===== src/rtl/tl_beat_tracker_pkg.sv =====
// Shared TileLink edge definitions for the beat tracker: opcodes, field widths,
// data-bearing tests and beat-count helpers.
package tl_beat_tracker_pkg;

  localparam int OPCODE_BITS = 3;

  // D-channel opcodes
  localparam logic [OPCODE_BITS-1:0] TL_ACCESS_ACK_DATA = 3'd1;
  localparam logic [OPCODE_BITS-1:0] TL_GRANT           = 3'd4;
  localparam logic [OPCODE_BITS-1:0] TL_GRANT_DATA      = 3'd5;
  // C-channel opcodes
  localparam logic [OPCODE_BITS-1:0] TL_PROBE_ACK_DATA  = 3'd5;
  localparam logic [OPCODE_BITS-1:0] TL_RELEASE_DATA    = 3'd7;

  typedef enum logic {ST_IDLE, ST_ACK} ackState_e;

  function automatic logic hasDataD(input logic [OPCODE_BITS-1:0] opcode);
    return opcode[0];
  endfunction

  function automatic logic hasDataC(input logic [OPCODE_BITS-1:0] opcode);
    return opcode[0];
  endfunction

  function automatic int cntBits(input int dataBits, input int maxLgSize);
    int w;
    w = maxLgSize - $clog2(dataBits / 8);
    return (w < 1) ? 1 : w;
  endfunction

  // Sizes above maxLgSize are clamped rather than rejected.
  function automatic int numBeats(input logic [OPCODE_BITS-1:0] opcode, input int size,
                                  input int dataBits, input int maxLgSize);
    int s;
    int lgBeat;
    s      = (size > maxLgSize) ? maxLgSize : size;
    lgBeat = $clog2(dataBits / 8);
    if (!hasDataD(opcode) || s <= lgBeat) return 1;
    return 1 << (s - lgBeat);
  endfunction

endpackage


===== src/rtl/tl_beat_tracker_if.sv =====
// TileLink D/E plus generic-channel observation bundle for tl_beat_tracker.
// proto_err exists only when TL_BEAT_PROTO_CHECK_EN is defined.
interface tl_beat_tracker_if #(
  parameter int DATA_BITS  = 128,
  parameter int SIZE_BITS  = 4,
  parameter int SINK_BITS  = 3,
  parameter int MAX_LGSIZE = 6,
  parameter int NUM_CH     = 2
) ();
  import tl_beat_tracker_pkg::*;

  localparam int CNT_BITS = cntBits(DATA_BITS, MAX_LGSIZE);

  logic                            d_valid;
  logic                            d_ready_i;
  logic                            d_ready;
  logic [OPCODE_BITS-1:0]          d_opcode;
  logic [SIZE_BITS-1:0]            d_size;
  logic [SINK_BITS-1:0]            d_sink;
  logic [NUM_CH-2:0]               ch_valid;
  logic [NUM_CH-2:0]               ch_ready;
  logic [(NUM_CH-1)*OPCODE_BITS-1:0] ch_opcode;
  logic [(NUM_CH-1)*SIZE_BITS-1:0] ch_size;
  logic [NUM_CH-1:0]               first;
  logic [NUM_CH-1:0]               last;
  logic [NUM_CH-1:0]               done;
  logic [NUM_CH*CNT_BITS-1:0]      count;
  logic                            e_valid;
  logic                            e_ready;
  logic [SINK_BITS-1:0]            e_sink;
`ifdef TL_BEAT_PROTO_CHECK_EN
  logic [NUM_CH-1:0]               proto_err;
`endif

  modport master (
    output d_valid, d_ready_i, d_opcode, d_size, d_sink,
    output ch_valid, ch_ready, ch_opcode, ch_size, e_ready,
    input  d_ready, first, last, done, count, e_valid, e_sink
`ifdef TL_BEAT_PROTO_CHECK_EN
    , input proto_err
`endif
  );

  modport slave (
    input  d_valid, d_ready_i, d_opcode, d_size, d_sink,
    input  ch_valid, ch_ready, ch_opcode, ch_size, e_ready,
    output d_ready, first, last, done, count, e_valid, e_sink
`ifdef TL_BEAT_PROTO_CHECK_EN
    , output proto_err
`endif
  );

endinterface


===== src/rtl/tl_beat_counter.sv =====
// Per-channel beat counter: first/last/done/count from the message beat count.
// With TL_BEAT_PROTO_CHECK_EN, latches opcode/size at the first beat and flags drift.
module tl_beat_counter import tl_beat_tracker_pkg::*; #(
  parameter int DATA_BITS  = 128,
  parameter int SIZE_BITS  = 4,
  parameter int MAX_LGSIZE = 6,
  parameter int CNT_BITS   = cntBits(DATA_BITS, MAX_LGSIZE)
) (
  input  logic                   clock,
  input  logic                   reset_n,
  input  logic                   fire,
  input  logic [OPCODE_BITS-1:0] opcode,
  input  logic [SIZE_BITS-1:0]   size,
  output logic                   first,
  output logic                   last,
  output logic                   done,
  output logic [CNT_BITS-1:0]    count
`ifdef TL_BEAT_PROTO_CHECK_EN
  , output logic                 protoErr
`endif
);

  logic [CNT_BITS-1:0]    cnt;
  logic [CNT_BITS-1:0]    lastCnt;
  logic [OPCODE_BITS-1:0] msgOpcode;
  logic [SIZE_BITS-1:0]   msgSize;

`ifdef TL_BEAT_PROTO_CHECK_EN
  logic [OPCODE_BITS-1:0] heldOpcode;
  logic [SIZE_BITS-1:0]   heldSize;

  // Later beats are counted against the header the burst started with.
  assign msgOpcode = first ? opcode : heldOpcode;
  assign msgSize   = first ? size   : heldSize;

  always_ff @(posedge clock) begin
    if (!reset_n) begin
      heldOpcode <= '0;
      heldSize   <= '0;
      protoErr   <= 1'b0;
    end else if (fire) begin
      if (first) begin
        heldOpcode <= opcode;
        heldSize   <= size;
      end else if (opcode != heldOpcode || size != heldSize) begin
        protoErr <= 1'b1;
      end
    end
  end
`else
  assign msgOpcode = opcode;
  assign msgSize   = size;
`endif

  assign lastCnt = CNT_BITS'(numBeats(msgOpcode, int'(msgSize), DATA_BITS, MAX_LGSIZE) - 1);
  assign first   = (cnt == '0);
  assign last    = (cnt == lastCnt);
  assign done    = fire & last;
  assign count   = cnt;

  // NOTE: sequential state uses non-blocking assignments so every flop samples
  // pre-edge values regardless of process ordering.
  always_ff @(posedge clock) begin
    if (!reset_n)  cnt <= '0;
    else if (fire) cnt <= last ? '0 : cnt + 1'b1;
  end

endmodule


===== src/rtl/tl_beat_tracker.sv =====
// TileLink multi-beat tracker with E-channel GrantAck generation; channel 0 is D.
// Optional protocol check enabled by defining TL_BEAT_PROTO_CHECK_EN.
module tl_beat_tracker import tl_beat_tracker_pkg::*; #(
  parameter int DATA_BITS  = 128,
  parameter int SIZE_BITS  = 4,
  parameter int SINK_BITS  = 3,
  parameter int MAX_LGSIZE = 6,
  parameter int NUM_CH     = 2
) (
  input logic               clock,
  input logic               reset_n,
  tl_beat_tracker_if.slave  bus
);

  localparam int CNT_BITS = cntBits(DATA_BITS, MAX_LGSIZE);

  logic [NUM_CH-1:0]          fire;
  logic [NUM_CH-1:0]          firstV;
  logic [NUM_CH-1:0]          lastV;
  logic [NUM_CH-1:0]          doneV;
  logic [NUM_CH*CNT_BITS-1:0] countV;
  logic [OPCODE_BITS-1:0]     chOpcode [NUM_CH];
  logic [SIZE_BITS-1:0]       chSize   [NUM_CH];
  logic                       grantDone;
  logic [SINK_BITS-1:0]       ackSink;
  ackState_e                  state;
  ackState_e                  stateNext;

  assign fire[0]     = bus.d_valid & bus.d_ready;
  assign chOpcode[0] = bus.d_opcode;
  assign chSize[0]   = bus.d_size;

  for (genvar i = 1; i < NUM_CH; i++) begin : gen_generic
    assign fire[i]     = bus.ch_valid[i-1] & bus.ch_ready[i-1];
    assign chOpcode[i] = bus.ch_opcode[(i-1)*OPCODE_BITS +: OPCODE_BITS];
    assign chSize[i]   = bus.ch_size[(i-1)*SIZE_BITS +: SIZE_BITS];
  end

  for (genvar i = 0; i < NUM_CH; i++) begin : gen_ch
    tl_beat_counter #(
      .DATA_BITS  (DATA_BITS),
      .SIZE_BITS  (SIZE_BITS),
      .MAX_LGSIZE (MAX_LGSIZE),
      .CNT_BITS   (CNT_BITS)
    ) u_counter (
      .clock    (clock),
      .reset_n  (reset_n),
      .fire     (fire[i]),
      .opcode   (chOpcode[i]),
      .size     (chSize[i]),
      .first    (firstV[i]),
      .last     (lastV[i]),
      .done     (doneV[i]),
      .count    (countV[i*CNT_BITS +: CNT_BITS])
`ifdef TL_BEAT_PROTO_CHECK_EN
      , .protoErr (bus.proto_err[i])
`endif
    );
  end

  assign bus.first = firstV;
  assign bus.last  = lastV;
  assign bus.done  = doneV;
  assign bus.count = countV;

  assign grantDone = doneV[0] & (bus.d_opcode == TL_GRANT || bus.d_opcode == TL_GRANT_DATA);

  always_ff @(posedge clock) begin
    if (!reset_n) state <= ST_IDLE;
    else          state <= stateNext;
  end

  // NOTE: a default assignment ahead of the case keeps this block free of latches.
  always_comb begin
    stateNext = state;
    case (state)
      ST_IDLE: if (grantDone)   stateNext = ST_ACK;
      ST_ACK:  if (bus.e_ready) stateNext = ST_IDLE;
      default: stateNext = ST_IDLE;
    endcase
  end

  // D is held off while the ack is outstanding, so a second Grant cannot race it.
  always_comb begin
    bus.e_valid = (state == ST_ACK);
    bus.d_ready = bus.d_ready_i & (state == ST_IDLE);
  end

  always_ff @(posedge clock) begin
    if (!reset_n)                             ackSink <= '0;
    else if (state == ST_IDLE && grantDone)   ackSink <= bus.d_sink;
  end

  assign bus.e_sink = ackSink;

endmodule


===== src/flat_wrapper.sv =====
// flat-port wrapper written by rule: the top's interface ports become plain ports
module tl_beat_tracker_flat import tl_beat_tracker_pkg::*;
#(
  parameter int DATA_BITS  = 128,
  parameter int SIZE_BITS  = 4,
  parameter int SINK_BITS  = 3,
  parameter int MAX_LGSIZE = 6,
  parameter int NUM_CH     = 2
)
  (clock, reset_n, bus_d_valid, bus_d_ready_i, bus_d_opcode, bus_d_size, bus_d_sink, bus_ch_valid, bus_ch_ready, bus_ch_opcode, bus_ch_size, bus_e_ready, bus_d_ready, bus_first, bus_last, bus_done, bus_count, bus_e_valid, bus_e_sink);
  tl_beat_tracker_if #(.DATA_BITS(DATA_BITS), .SIZE_BITS(SIZE_BITS), .SINK_BITS(SINK_BITS), .MAX_LGSIZE(MAX_LGSIZE), .NUM_CH(NUM_CH)) bus_i ();
  input logic clock;
  input logic reset_n;
  input wire logic [$bits(bus_i.d_valid)-1:0] bus_d_valid;
  input wire logic [$bits(bus_i.d_ready_i)-1:0] bus_d_ready_i;
  input wire logic [$bits(bus_i.d_opcode)-1:0] bus_d_opcode;
  input wire logic [$bits(bus_i.d_size)-1:0] bus_d_size;
  input wire logic [$bits(bus_i.d_sink)-1:0] bus_d_sink;
  input wire logic [$bits(bus_i.ch_valid)-1:0] bus_ch_valid;
  input wire logic [$bits(bus_i.ch_ready)-1:0] bus_ch_ready;
  input wire logic [$bits(bus_i.ch_opcode)-1:0] bus_ch_opcode;
  input wire logic [$bits(bus_i.ch_size)-1:0] bus_ch_size;
  input wire logic [$bits(bus_i.e_ready)-1:0] bus_e_ready;
  output wire logic [$bits(bus_i.d_ready)-1:0] bus_d_ready;
  output wire logic [$bits(bus_i.first)-1:0] bus_first;
  output wire logic [$bits(bus_i.last)-1:0] bus_last;
  output wire logic [$bits(bus_i.done)-1:0] bus_done;
  output wire logic [$bits(bus_i.count)-1:0] bus_count;
  output wire logic [$bits(bus_i.e_valid)-1:0] bus_e_valid;
  output wire logic [$bits(bus_i.e_sink)-1:0] bus_e_sink;
  assign bus_i.d_valid = bus_d_valid;
  assign bus_i.d_ready_i = bus_d_ready_i;
  assign bus_i.d_opcode = bus_d_opcode;
  assign bus_i.d_size = bus_d_size;
  assign bus_i.d_sink = bus_d_sink;
  assign bus_i.ch_valid = bus_ch_valid;
  assign bus_i.ch_ready = bus_ch_ready;
  assign bus_i.ch_opcode = bus_ch_opcode;
  assign bus_i.ch_size = bus_ch_size;
  assign bus_i.e_ready = bus_e_ready;
  assign bus_d_ready = bus_i.d_ready;
  assign bus_first = bus_i.first;
  assign bus_last = bus_i.last;
  assign bus_done = bus_i.done;
  assign bus_count = bus_i.count;
  assign bus_e_valid = bus_i.e_valid;
  assign bus_e_sink = bus_i.e_sink;
  tl_beat_tracker #(.DATA_BITS(DATA_BITS), .SIZE_BITS(SIZE_BITS), .SINK_BITS(SINK_BITS), .MAX_LGSIZE(MAX_LGSIZE), .NUM_CH(NUM_CH)) u_core (.clock(clock), .reset_n(reset_n), .bus(bus_i));
endmodule

===== config.mk =====
export PLATFORM = sky130hd
export DESIGN_NAME = tl_beat_tracker_flat
export DESIGN_NICKNAME = d
export VERILOG_FILES = /design/src/rtl/tl_beat_tracker_pkg.sv /design/src/rtl/tl_beat_tracker_if.sv /design/src/rtl/tl_beat_counter.sv /design/src/rtl/tl_beat_tracker.sv /design/src/flat_wrapper.sv
export SDC_FILE = /design/constraint.sdc
export NUM_CORES = 1
export LEC_CHECK = 0
export CAP_MARGIN = 25
export CORE_MARGIN = 2
export CORE_UTILIZATION = 34
export DETAILED_ROUTE_END_ITERATION = 10
export PLACE_DENSITY = 0.85
export SLEW_MARGIN = 0
export SYNTH_ARGS = -nofsm -noshare
export SYNTH_HDL_FRONTEND = slang
export SYNTH_SLANG_ARGS = --single-unit

===== constraint.sdc =====
create_clock -name clock -period 2.26 [get_ports clock]
set_clock_uncertainty 0.05 [all_clocks]
set_input_delay 0.339 -clock clock [delete_from_list [all_inputs] [get_ports clock]]
set_output_delay 0.339 -clock clock [all_outputs]
set_load 0.02 [all_outputs]

==> results.toml <==
[run_status]
status = "complete, no violations"

[cells_and_area]
antenna_cells = 0
drive_gt1_frac = 0.170
final_cell_mix = "clkdlybuf4s50_1, nand2_1, buf_4"
nFillCells = 140
nets = 140
seq_area_um2 = 160
multiInputGateArea_um2 = 350
final_common_cell = "clkdlybuf4s50_1"
fin_util = 0.640
area_delta_synth_final_pct = 72.3

[die]
rows = 14
die-area_mm2 = 0.00203
start_util = 0.372
die_h_um = 45.1
core_mm2 = 0.00154
die_w_um = 45.1
io_pins = 39

[power_and_ir_drop]
ir_worst_vdd_uv = 300
p_leak_nw = 0.390
p_per_area_mw_per_mm2 = 388

[global_routing]
grt_usage = 0.158
grt_start_max_net_pins = 12
grt_overflow = 0
grt_pass1_vias = 591
grt_pass1_wl_mm = 2.38
antenna_found_initial = 0

[detailed_routing]
routedWlPerCell_um = 11.9
wl_mm = 1.52
vias = 629
drc = 0
drtIter0Drc = 5
first_pass_iters = 4
viasPerCell = 4.91
drtAntennaViolNets = 0

[critical_path]
end_kind = "output pin"
worst_ep_required_time_ns = 1.87
critPathMaxStageDelay_ns = 0.43
worstPathMaxFanout = 2
slowest_stage = "clkdlybuf4s50_1"
startpoint = "bus_d_size[3]"
crit_chain = "clkdlybuf4s50_1 -> or3b_4 -> a211o_1 -> buf_4 -> nand2_1 -> buf_6"
crit_arrival_ns = 1.80
r2r_start = "u_core.gen_ch[0].u_counter.count[1]$_SDFFE_PN0P_"
crit_path_start_kind = "primary input"
crit_type = "in -> out"
cp_num_buf_inv = 3
cp_top_family = "buffers and inverters"

[sta]
setup_viol = 0
period_needed_ns = 2.19
rsz0062_at_grt = "no"
finalHoldViolations = 0
worstMarginPinSlew_ns = 0.329
whs_ns = 0.411
finalCritPeriodShare = 0.970
fmax_ghz = 0.456
relSlewSlack = 0.780
drv_slew = 0

[yosys]
postSynthAreaPerCell_um2 = 8.07
synth.area.top_cells = "dfxtp_1, nand2_1, buf_4, mux2i_1, ha_1"
synthFlopType = "dfxtp_1"
synth-warning-count = 0
ys_seq_area_frac = 0.279
syn_nets = 97
synth_edf_count = 0
yosysTopAreaCell = "dfxtp_1"
synth_area_um2 = 573
synth_top_area_frac = 0.279
synthArstFlopShare = 0
synthCells = 71
yosysUniqueCellTypes = 28
ys_ff_latch = 8

[cts]
cts_tree = "built"
clk_latency_ns = 0.24
cts_setup_buffers = 0
clockRootBuffer = "clkbuf_4"
clockBufferDepth = 2
ctsHoldBuffers = 0
h-tree-depth = 1
cts_buffers = 3
clock-sinks = 8
path_clk_slew_ns = 0.06

[flow_run]
max-cap-violations = 0

[placed_design]
gp_congestion = 0.811
io_buffers = 36
hpwl_mm = 1.25

[worst_hold_path]
min_path_type = "reg -> reg"
hp-start = "u_core.bus.e_sink[1]$_SDFFE_PN0P_"
[worst min-delay path, stage by stage, from the launching register on]
cell     delay, ns
dfxtp_1       0.31
nand2_1       0.05
mux2i_1       0.05
[layout make-up]
class	instances	area share
flip-flops and latches	8	0.162
multi-input cells	52	0.355
inverters	4	0.0152
clock buffers	3	0.0228
well taps	16	0.0203
repair buffers	45	0.425
[per-layer routing]
| layer | wire length (µm) | vias to the layer above | track usage |
|---|---|---|---|
| li1 | - | 326 | - |
| met1 | 609 | 283 | 0.185 |
| met2 | 814 | 18 | 0.297 |
| met3 | 92 | 2 | 0.0240 |
| met4 | 2 | 0 | 0.0353 |
| met5 | 0 | - | 0 |
[cell families after synthesis]
family	synth area share
and+or+nand+nor	0.242
AOI/OAI and AO/OA	0.229
buffers and inverters	0.120
DFF	0.279
muxes	0.0699
adders and majority gates	0.0437
xor gates and xnor gates	0.0153
[path summary, 6_finish.rpt]
| kind | to | slack, ns | cells past startpoint |
|---|---|---|---|
| worst max-delay path | bus_last[0] | 0.07 | 6 |
| worst min-delay path | u_core.bus.e_sink[1]$_SDFFE_PN0P_ | 0.41 | 2 |
| worst max register to register | u_core.bus.e_sink[2]$_SDFFE_PN0P_ | 0.59 | 5 |
| worst min register to register | u_core.bus.e_sink[1]$_SDFFE_PN0P_ | 0.41 | 2 |
[registers in the layout (all words and copies together) (netlist names)]
register                       flops
u_core.gen_ch.u_counter.count      4
u_core.bus.e_sink                  3
u_core.bus.e_valid                 1
[cells in the mapped netlist (all sizes together) (3+ instances only)]
cell type  count
dfxtp          8
nand2         13
o21a           3
inv            4
buf            6
o21ai          3
mux2i          4
a21oi          4
[report_power, final]
| part | switching [mW] | total (mW) | internal, mW |
|---|---|---|---|
| Clock | 0.0427 | 0.103 | 0.0604 |
| Combinational | 0.0550 | 0.131 | 0.0763 |
| Sequential | 0.00402 | 0.149 | 0.145 |
| Total | 0.102 | 0.383 | 0.282 |
[metrics by stage]
| step | TNS [ns] | instance area [µm²] | power, mW | instances | setup WS (ns) |
|---|---|---|---|---|---|
| finish | 0 | 987 | 0.383 | 128 | 0.0678 |
| global route | 0 | 987 | 0.405 | 128 | 0.0177 |
| CTS | 0 | 977 | 0.385 | 128 | 0.00294 |
| detailed placement | -1.65 | 967 | 0.284 | 125 | -0.434 |
| global placement | -1.41 | 967 | 0.282 | 125 | -0.386 |
| floorplan | 0 | 573 | 0.213 | 71 | 0.479 |
[what timing repair did]
| action | 4_1_cts | 5_1_grt |
|---|---|---|
| cloned | 0 | 0 |
| resized for setup | 15 | 6 |
| setup endpoints to repair | 4 | 3 |
| pin swaps | 0 | 1 |
No activity file was read; power rests on OpenSTA's default activity.
